==> src/rtl/seq_alu.sv <==
// Multi-cycle ALU for the accumulator datapath: single-cycle logic/arith ops plus
// iterative shift-add multiply and restoring divide when SEQ_ALU_MULDIV_EN is defined.
module seq_alu #(
  parameter int WIDTH = 16
) (
  input  logic             clk,
  input  logic             reset,
  input  logic             start,
  input  logic [3:0]       opcode,
  input  logic [WIDTH-1:0] operand1,
  input  logic [WIDTH-1:0] operand2,
  output logic [WIDTH-1:0] result,
  output logic [WIDTH-1:0] result_hi,
  output logic             busy,
  output logic             done,
  output logic             zero,
  output logic             carry,
  output logic             overflow,
  output logic             div_zero
);

  localparam logic [3:0] OP_ADD = 4'b0000, OP_SUB = 4'b0001, OP_MUL = 4'b0010, OP_DIV = 4'b0011;
  localparam logic [3:0] OP_SHL = 4'b0100, OP_SHR = 4'b0101, OP_ROL = 4'b0110, OP_ROR = 4'b0111;
  localparam logic [3:0] OP_AND = 4'b1000, OP_OR  = 4'b1001, OP_XOR = 4'b1010, OP_NOR = 4'b1011;
  localparam logic [3:0] OP_NAND = 4'b1100, OP_XNOR = 4'b1101, OP_GT = 4'b1110, OP_EQ = 4'b1111;

  logic [WIDTH-1:0] sc_res;
  logic             sc_carry, sc_ovf, sc_zero;
  logic [WIDTH:0]   add_ext, sub_ext;

  always_comb begin
    add_ext  = {1'b0, operand1} + {1'b0, operand2};
    sub_ext  = {1'b0, operand1} - {1'b0, operand2};
    sc_res   = '0;
    sc_carry = 1'b0;
    sc_ovf   = 1'b0;
    case (opcode)
      OP_ADD: begin
        sc_res   = add_ext[WIDTH-1:0];
        sc_carry = add_ext[WIDTH];
        sc_ovf   = (operand1[WIDTH-1] == operand2[WIDTH-1]) && (add_ext[WIDTH-1] != operand1[WIDTH-1]);
      end
      OP_SUB: begin
        sc_res   = sub_ext[WIDTH-1:0];
        sc_carry = sub_ext[WIDTH];
        sc_ovf   = (operand1[WIDTH-1] != operand2[WIDTH-1]) && (sub_ext[WIDTH-1] != operand1[WIDTH-1]);
      end
      OP_SHL:  begin sc_res = {operand1[WIDTH-2:0], 1'b0};              sc_carry = operand1[WIDTH-1]; end
      OP_SHR:  begin sc_res = {1'b0, operand1[WIDTH-1:1]};              sc_carry = operand1[0];       end
      OP_ROL:  begin sc_res = {operand1[WIDTH-2:0], operand1[WIDTH-1]}; sc_carry = operand1[WIDTH-1]; end
      OP_ROR:  begin sc_res = {operand1[0], operand1[WIDTH-1:1]};       sc_carry = operand1[0];       end
      OP_AND:  sc_res = operand1 & operand2;
      OP_OR:   sc_res = operand1 | operand2;
      OP_XOR:  sc_res = operand1 ^ operand2;
      OP_NOR:  sc_res = ~(operand1 | operand2);
      OP_NAND: sc_res = ~(operand1 & operand2);
      OP_XNOR: sc_res = ~(operand1 ^ operand2);
      OP_GT:   sc_res = WIDTH'(operand1 > operand2);
      OP_EQ:   sc_res = WIDTH'(operand1 == operand2);
      default: sc_res = '0;
    endcase
    // mul/div only reach this path in the engine-less build, where every flag stays low
    sc_zero = (sc_res == '0) && (opcode != OP_MUL) && (opcode != OP_DIV);
  end

`ifdef SEQ_ALU_MULDIV_EN
  localparam int CW = $clog2(WIDTH);
  localparam logic [0:0] IDLE = 1'b0, RUN = 1'b1;

  logic [0:0]       state;
  logic [CW-1:0]    cnt;
  logic [WIDTH-1:0] acc_hi, acc_lo, mcand;
  logic             is_div;
  logic [WIDTH-1:0] nxt_hi, nxt_lo;
  logic [WIDTH:0]   mul_sum, div_shift, div_diff;

  always_comb begin
    mul_sum   = {1'b0, acc_hi} + (acc_lo[0] ? {1'b0, mcand} : '0);
    div_shift = {acc_hi, acc_lo[WIDTH-1]};
    div_diff  = div_shift - {1'b0, mcand};
    if (!is_div) begin
      {nxt_hi, nxt_lo} = {mul_sum, acc_lo[WIDTH-1:1]};
    end else if (!div_diff[WIDTH]) begin
      nxt_hi = div_diff[WIDTH-1:0];
      nxt_lo = {acc_lo[WIDTH-2:0], 1'b1};
    end else begin
      nxt_hi = div_shift[WIDTH-1:0];
      nxt_lo = {acc_lo[WIDTH-2:0], 1'b0};
    end
  end

  assign busy = (state == RUN);

  always_ff @(posedge clk or negedge reset) begin
    if (!reset) begin
      state <= IDLE; cnt <= '0; acc_hi <= '0; acc_lo <= '0; mcand <= '0; is_div <= 1'b0;
      result <= '0; result_hi <= '0; done <= 1'b0;
      zero <= 1'b0; carry <= 1'b0; overflow <= 1'b0; div_zero <= 1'b0;
    end else begin
      done <= 1'b0;
      case (state)
        IDLE: if (start) begin
          if (opcode == OP_MUL || (opcode == OP_DIV && operand2 != '0)) begin
            acc_hi <= '0;
            acc_lo <= operand1;
            mcand  <= operand2;
            is_div <= (opcode == OP_DIV);
            cnt    <= CW'(WIDTH - 1);
            state  <= RUN;
          end else if (opcode == OP_DIV) begin
            result <= '1; result_hi <= operand1; done <= 1'b1;
            zero <= 1'b0; carry <= 1'b0; overflow <= 1'b0; div_zero <= 1'b1;
          end else begin
            result <= sc_res; result_hi <= '0; done <= 1'b1;
            zero <= sc_zero; carry <= sc_carry; overflow <= sc_ovf; div_zero <= 1'b0;
          end
        end
        default: begin
          acc_hi <= nxt_hi;
          acc_lo <= nxt_lo;
          if (cnt == '0) begin
            state <= IDLE;
            result <= nxt_lo; result_hi <= nxt_hi; done <= 1'b1;
            zero <= (nxt_lo == '0); carry <= 1'b0;
            overflow <= !is_div && (nxt_hi != '0); div_zero <= 1'b0;
          end else begin
            cnt <= cnt - CW'(1);
          end
        end
      endcase
    end
  end
`else
  assign busy     = 1'b0;
  assign div_zero = 1'b0;

  always_ff @(posedge clk or negedge reset) begin
    if (!reset) begin
      result <= '0; result_hi <= '0; done <= 1'b0;
      zero <= 1'b0; carry <= 1'b0; overflow <= 1'b0;
    end else begin
      done <= start;
      if (start) begin
        result <= sc_res; result_hi <= '0;
        zero <= sc_zero; carry <= sc_carry; overflow <= sc_ovf;
      end
    end
  end
`endif

endmodule

==> config.mk <==
export PLATFORM = sky130hd
export DESIGN_NAME = seq_alu
export DESIGN_NICKNAME = d
export VERILOG_FILES = /design/src/rtl/seq_alu.sv
export SDC_FILE = /design/constraint.sdc
export NUM_CORES = 1
export LEC_CHECK = 0
export ABC_AREA = 1
export CORE_ASPECT_RATIO = 2
export CORE_UTILIZATION = 46
export CTS_BUF_LIST = sky130_fd_sc_hd__clkbuf_16
export DETAILED_ROUTE_END_ITERATION = 8
export PLACE_DENSITY = 0.67
export SLEW_MARGIN = 40
export SYNTH_ARGS = -nofsm -noshare
export SYNTH_HDL_FRONTEND = slang
export SYNTH_SLANG_ARGS = --single-unit
==> constraint.sdc <==
create_clock -name clk -period 1.1 [get_ports clk]
set_clock_uncertainty 0.2 [all_clocks]
set_input_delay 0.33 -clock clk [delete_from_list [all_inputs] [get_ports clk]]
set_output_delay 0.33 -clock clk [all_outputs]
set_load 0.02 [all_outputs]
==> key figures, run 1 <==
Outcome
  • Stop err: [ERROR GRT-0232] Routing congestion too high. Check the congestion heatmap in the GUI.
  • Stopped at: global routing (5_1_grt)
  • Status: did not finish

Placement
  • I/O Buffers: 58
  • Post-detail-place hpwl: 16.2 mm
  • DP Cell Count: 1,112
  • Gp weighted congestion: 1.07

Die
  • FP Rows: 50
  • Die width: 71.2 um
  • Starting Density: 0.472
  • I/O pin count: 77
  • Chip Height: 140 um

Global routing
  • Largest net degree at the start of global routing: 30
  • Gr ovfl total: 14
  • GRT Util Overall: 0.564

Synthesis
  • Synthesized area: 0.00440 mm2
  • Post-Syn Instances: 793
  • Seq/Total Area, Yosys: 0.114
  • Number of distinct library cells after synthesis: 37
  • Flops & latches, synth: 20
  • Yosys Warn Count: 0
  • Avg Inst Size Synth: 5.55 um2

Clocking
  • H-tree levels: 1
  • Cts hold-fix bufs: 0
  • Longest Clk Path Bufs: 2
  • Sink Count: 20
  • Root buf cell: clkbuf_16
  • CTS buffer count: 3
-- metrics by stage --
step	worst slack (ns)	cell area, um2	util
2_1_floorplan	-1.03	4760	-
3_3_place_gp	-1.94	6590	0.707
3_5_place_dp	-1.97	6590	0.707
4_1_cts	-1.15	8070	0.865
-- metal layers --
metal  GRT usage  GRT overflow
met5           0             0
met4       0.633             6
met3       0.218             0
met2       0.898             8
met1       0.501             0
-- cells by family after synthesis --
group                      share of synthesized area
adders and majority gates                      0.154
other                                       0.000852
buffers and inverters                          0.164
DFF                                            0.114
AOI/OAI and AO/OA                              0.111
xor gates and xnor gates                     0.00199
and+or+nand+nor                                0.455
-- synthesized netlist by cell type, drive strengths merged --
cell	count	area, um2
a21oi	35	183
a22oi	1	7.51
a31oi	1	6.26
and2	1	6.26
buf	41	280
clkbuf	4	15.0
conb	1	3.75
dfrtp	20	500
fa	2	40.0
ha	51	638
inv	113	427
nand2	267	1030
nand3	79	395
nand3b	4	30.0
nand4	19	119
nor2	86	338
nor3	11	55.1
o2111ai	2	17.5
o211ai	2	15.0
o21a	1	7.51
o21ai	36	180
o21bai	4	30.0
o221ai	1	8.76
o22ai	5	31.3
or2	5	31.3
xor2	1	8.76
-- repair_timing --
| item | CTS |
|---|---|
| pin swaps | 149 |
| endpoints found under the setup margin | 39 |
| cloned | 1 |
| buffers inserted | 51 |
| gates resized for setup | 600 |
==> run 2, diff against run 1 <==
--- a/config.mk
+++ b/config.mk
@@ -6,11 +6,9 @@
 export NUM_CORES = 1
 export LEC_CHECK = 0
 export ABC_AREA = 1
-export CORE_ASPECT_RATIO = 2
-export CORE_UTILIZATION = 46
-export CTS_BUF_LIST = sky130_fd_sc_hd__clkbuf_16
+export CORE_UTILIZATION = 31
 export DETAILED_ROUTE_END_ITERATION = 8
-export PLACE_DENSITY = 0.67
+export PLACE_DENSITY_LB_ADDON = 0.15
 export SLEW_MARGIN = 40
 export SYNTH_ARGS = -nofsm -noshare
 export SYNTH_HDL_FRONTEND = slang
==> run 2 against run 1 <==
The flow now finishes, with violations (negative setup slack). Synthesized area is the same. Synthesized cell count is the same.
==> key figures, run 2 <==
Outcome
  • Status: complete, but fails checks
  • Failing checks: negative setup slack

Cells and area
  • Area growth syn-to-layout: 105%
  • Most flops, register: result
  • Sequential Area: 500 um2
  • Most common cell after layout, fill and taps aside: buf_4
  • Fillers: 1,204
  • Flip-flop count of the largest register after layout: 16
  • Multi-input logic area: 0.00481 mm2
  • Final instance area: 0.00902 mm2
  • Ant. Diodes: 0
  • Nets@finish: 1,176
  • Final non-filler cell total: 1,263
  • Layout cell share with drive strength beyond 1: 0.594
  • Most frequent cells in the layout: buf_4, nand2_1, buf_6, nand2_2
  • Core Util, Final: 0.650

Timing
  • Fmax: 0.455 GHz
  • Tmin final: 2.20 ns
  • Final Hold Fails: 0
  • RSZ-0062 raised after global routing: true
  • Max Slew Vio Count: 0
  • Final setup viols: 39
  • Final worst path period share: 2.00
  • Final worst slack: -1.10 ns

Route
  • Vias: 6,309
  • Antenna Nets Post-Route: 0
  • WL per Instance: 15.8 um
  • DR iter-0 viols: 503
  • DR pass1 iterations: 5
  • DRT Wirelength: 20.0 mm
  • Number of remaining DRC errors: 0
  • Post-DR vias/cell: 5.00

Synthesis
  • Share of the synthesized area in the top cell type: 0.223 (unchanged)
  • Yosys Warn Count: 0 (unchanged)
  • Post-Syn Instances: 793 (unchanged)
  • Count leader, synth: nand2_1
  • Commonest cells post-synth: nand2_1, inv_1, nor2_1
  • Ys async rst share: 1.00 (unchanged)
  • Ys flop type: dfrtp_1
  • Flops & latches, synth: 20 (unchanged)
  • Avg Inst Size Synth: 5.55 um2 (unchanged)
  • Largest area contributor in the netlist: nand2_1
  • Number of distinct library cells after synthesis: 37 (unchanged)
  • Synthesized area: 0.00440 mm2 (unchanged)
  • EDFF count, synth: 0 (unchanged)
  • Area contributors post-synth: nand2_1, ha_1, dfrtp_1
  • Seq/Total Area, Yosys: 0.114 (unchanged)

Clocking
  • CTS tree: yes
  • Clock slew at reported path FFs: 0.06 ns
  • H-tree levels: 1 (unchanged)
  • Sink Count: 20 (unchanged)
  • Worst-skew pair later-pin latency: 0.26 ns
  • CTS buffer count: 3 (unchanged)
  • Root buf cell: clkbuf_16
  • Longest Clk Path Bufs: 2 (unchanged)

Pwr
  • Leak Pwr: 4.38 nW
  • Pwr/cell area: 735 mW/mm2
  • Worst vdd ir: 0.492 mV

Setup path
  • Cell family with most CP delay: simple AND/OR/NAND/NOR gates
  • Maximum fanout along the worst path: 4
  • CP required: 1.10 ns
  • Crit path cell chain: buf_8, buf_6, inv_8, ha_4, inv_4, fa_2, nand2_4, nand2_4, nand3_4, nand2_4, nand2_2, nand4_1, nand3_1, nand2_1, nor2_2, nand2_1, nor2_1, nand3_1, nand2_1
  • CP arrival: 2.20 ns
  • Buffers and inverters on the worst path: 4
  • CP startpoint kind: primary input
  • Slowest cell on the critical path: fa_2
  • Crit path capture type: flip-flop
  • Worst R2R Path Depth: 5
  • CP max stage delay: 0.36 ns
  • Setup CP Type: primary input to flip-flop
  • CP Depth: 19

Global routing
  • GRT Util Overall: 0.254
  • Gr ovfl total: 0
  • First-pass GRT wire length: 29.2 mm
  • Largest net degree at the start of global routing: 30
  • Vias in the first global route: 5,875
  • Initial antenna violation count: 0

Die
  • I/O pin count: 77 (unchanged)
  • Chip Height: 121 um (-14%)
  • Core area: 0.0139 mm2
  • Die Area: 0.0147 mm2
  • Die width: 121 um (+70%)
  • FP Rows: 43 (-14%)
  • Starting Density: 0.317 (-0.155)

Placement
  • Post-detail-place hpwl: 14.3 mm (-11%)
  • Gp weighted congestion: 0.940 (-12%)
  • I/O Buffers: 58 (unchanged)
  • DP Cell Count: 1,188 (+6.8%)
  • DP Area: 0.00671 mm2 (+1.8%)

Hold path
  • Hold Crit Class: primary input to asynchronous set/reset pin

Run
  • Max-cap viol count: 0
[run 2: cell counts after synthesis]
Identical to the previous run, type by type.
[run 2: layout make-up]
cell class	count	area share
clock buffers	3	0.00832
clock inverters	1	0.00333
inverters	113	0.0564
multi-input cells	633	0.533
flip-flops and latches	20	0.0555
well taps	180	0.0250
repair buffers	313	0.318
[run 2: logic make-up (layout without fill, tap and decap cells)]
| kind of cell | Yosys count | after routing | share of synthesized area |
|---|---|---|---|
| other | 1 | 18 | 0.000852 |
| AOI/OAI and AO/OA | 88 | 88 | 0.111 |
| xor gates and xnor gates | 1 | 1 | 0.00199 |
| and+or+nand+nor | 472 | 473 | 0.455 |
| DFF | 20 | 20 | 0.114 |
| buffers and inverters | 158 | 430 | 0.164 |
| adders and majority gates | 53 | 53 | 0.154 |
[run 2: metal layers]
layer  routed length, um  up-vias  share of wire  GRT usage
met1                8460     2916           0.42      0.337
met4                 626        0          0.031     0.0941
met5                   0        -              0          0
met3                1200       48          0.060     0.0193
met2                9690      270           0.49      0.427
li1                    -     3075              -          -
[run 2: worst paths after layout]
kind                             startpoint    endpoint  slack [ns]
worst max-delay path            operand1[0]        zero       -1.10
worst min-delay path                  reset  result[10]        0.22
worst max register to register    result[9]   result[9]       -0.10
worst min register to register    result[4]   result[4]        0.33
max in group asynchronous             reset  result[13]        0.34
min in group clk                  result[4]   result[4]        0.33
[run 2: timing repair]
action / 4_1_cts / 5_1_grt
hold buffers: 0 / 0
pin swaps: 154 / 122
endpoints found under the setup margin: 39 / 39
setup buffers: 50 / 30
hold endpoints to repair: 0 / 0
resized for setup: 595 / 168
gates cloned: 1 / 0
[run 2: report_power, final]
part / switching (mW) / internal, mW
Combinational: 2.44 / 2.28
Clock: 0.287 / 0.723
Sequential: 0.0702 / 0.834
Total: 2.80 / 3.84
[run 2: metrics by stage]
stage / power (mW) / hold WS, ns / TNS (ns) / worst slack (ns)
finish: 6.63 / 0.221 / -21.17 / -1.10
global route: 6.96 / 0.244 / -22.97 / -1.23
CTS: 5.99 / 0.225 / -20.81 / -1.15
detailed placement: 4.02 / 0.278 / -39.06 / -1.86
global placement: 4.01 / 0.272 / -38.57 / -1.83
floorplan: 2.52 / -0.166 / -14.26 / -1.03
(Power assumes the default switching activity.)
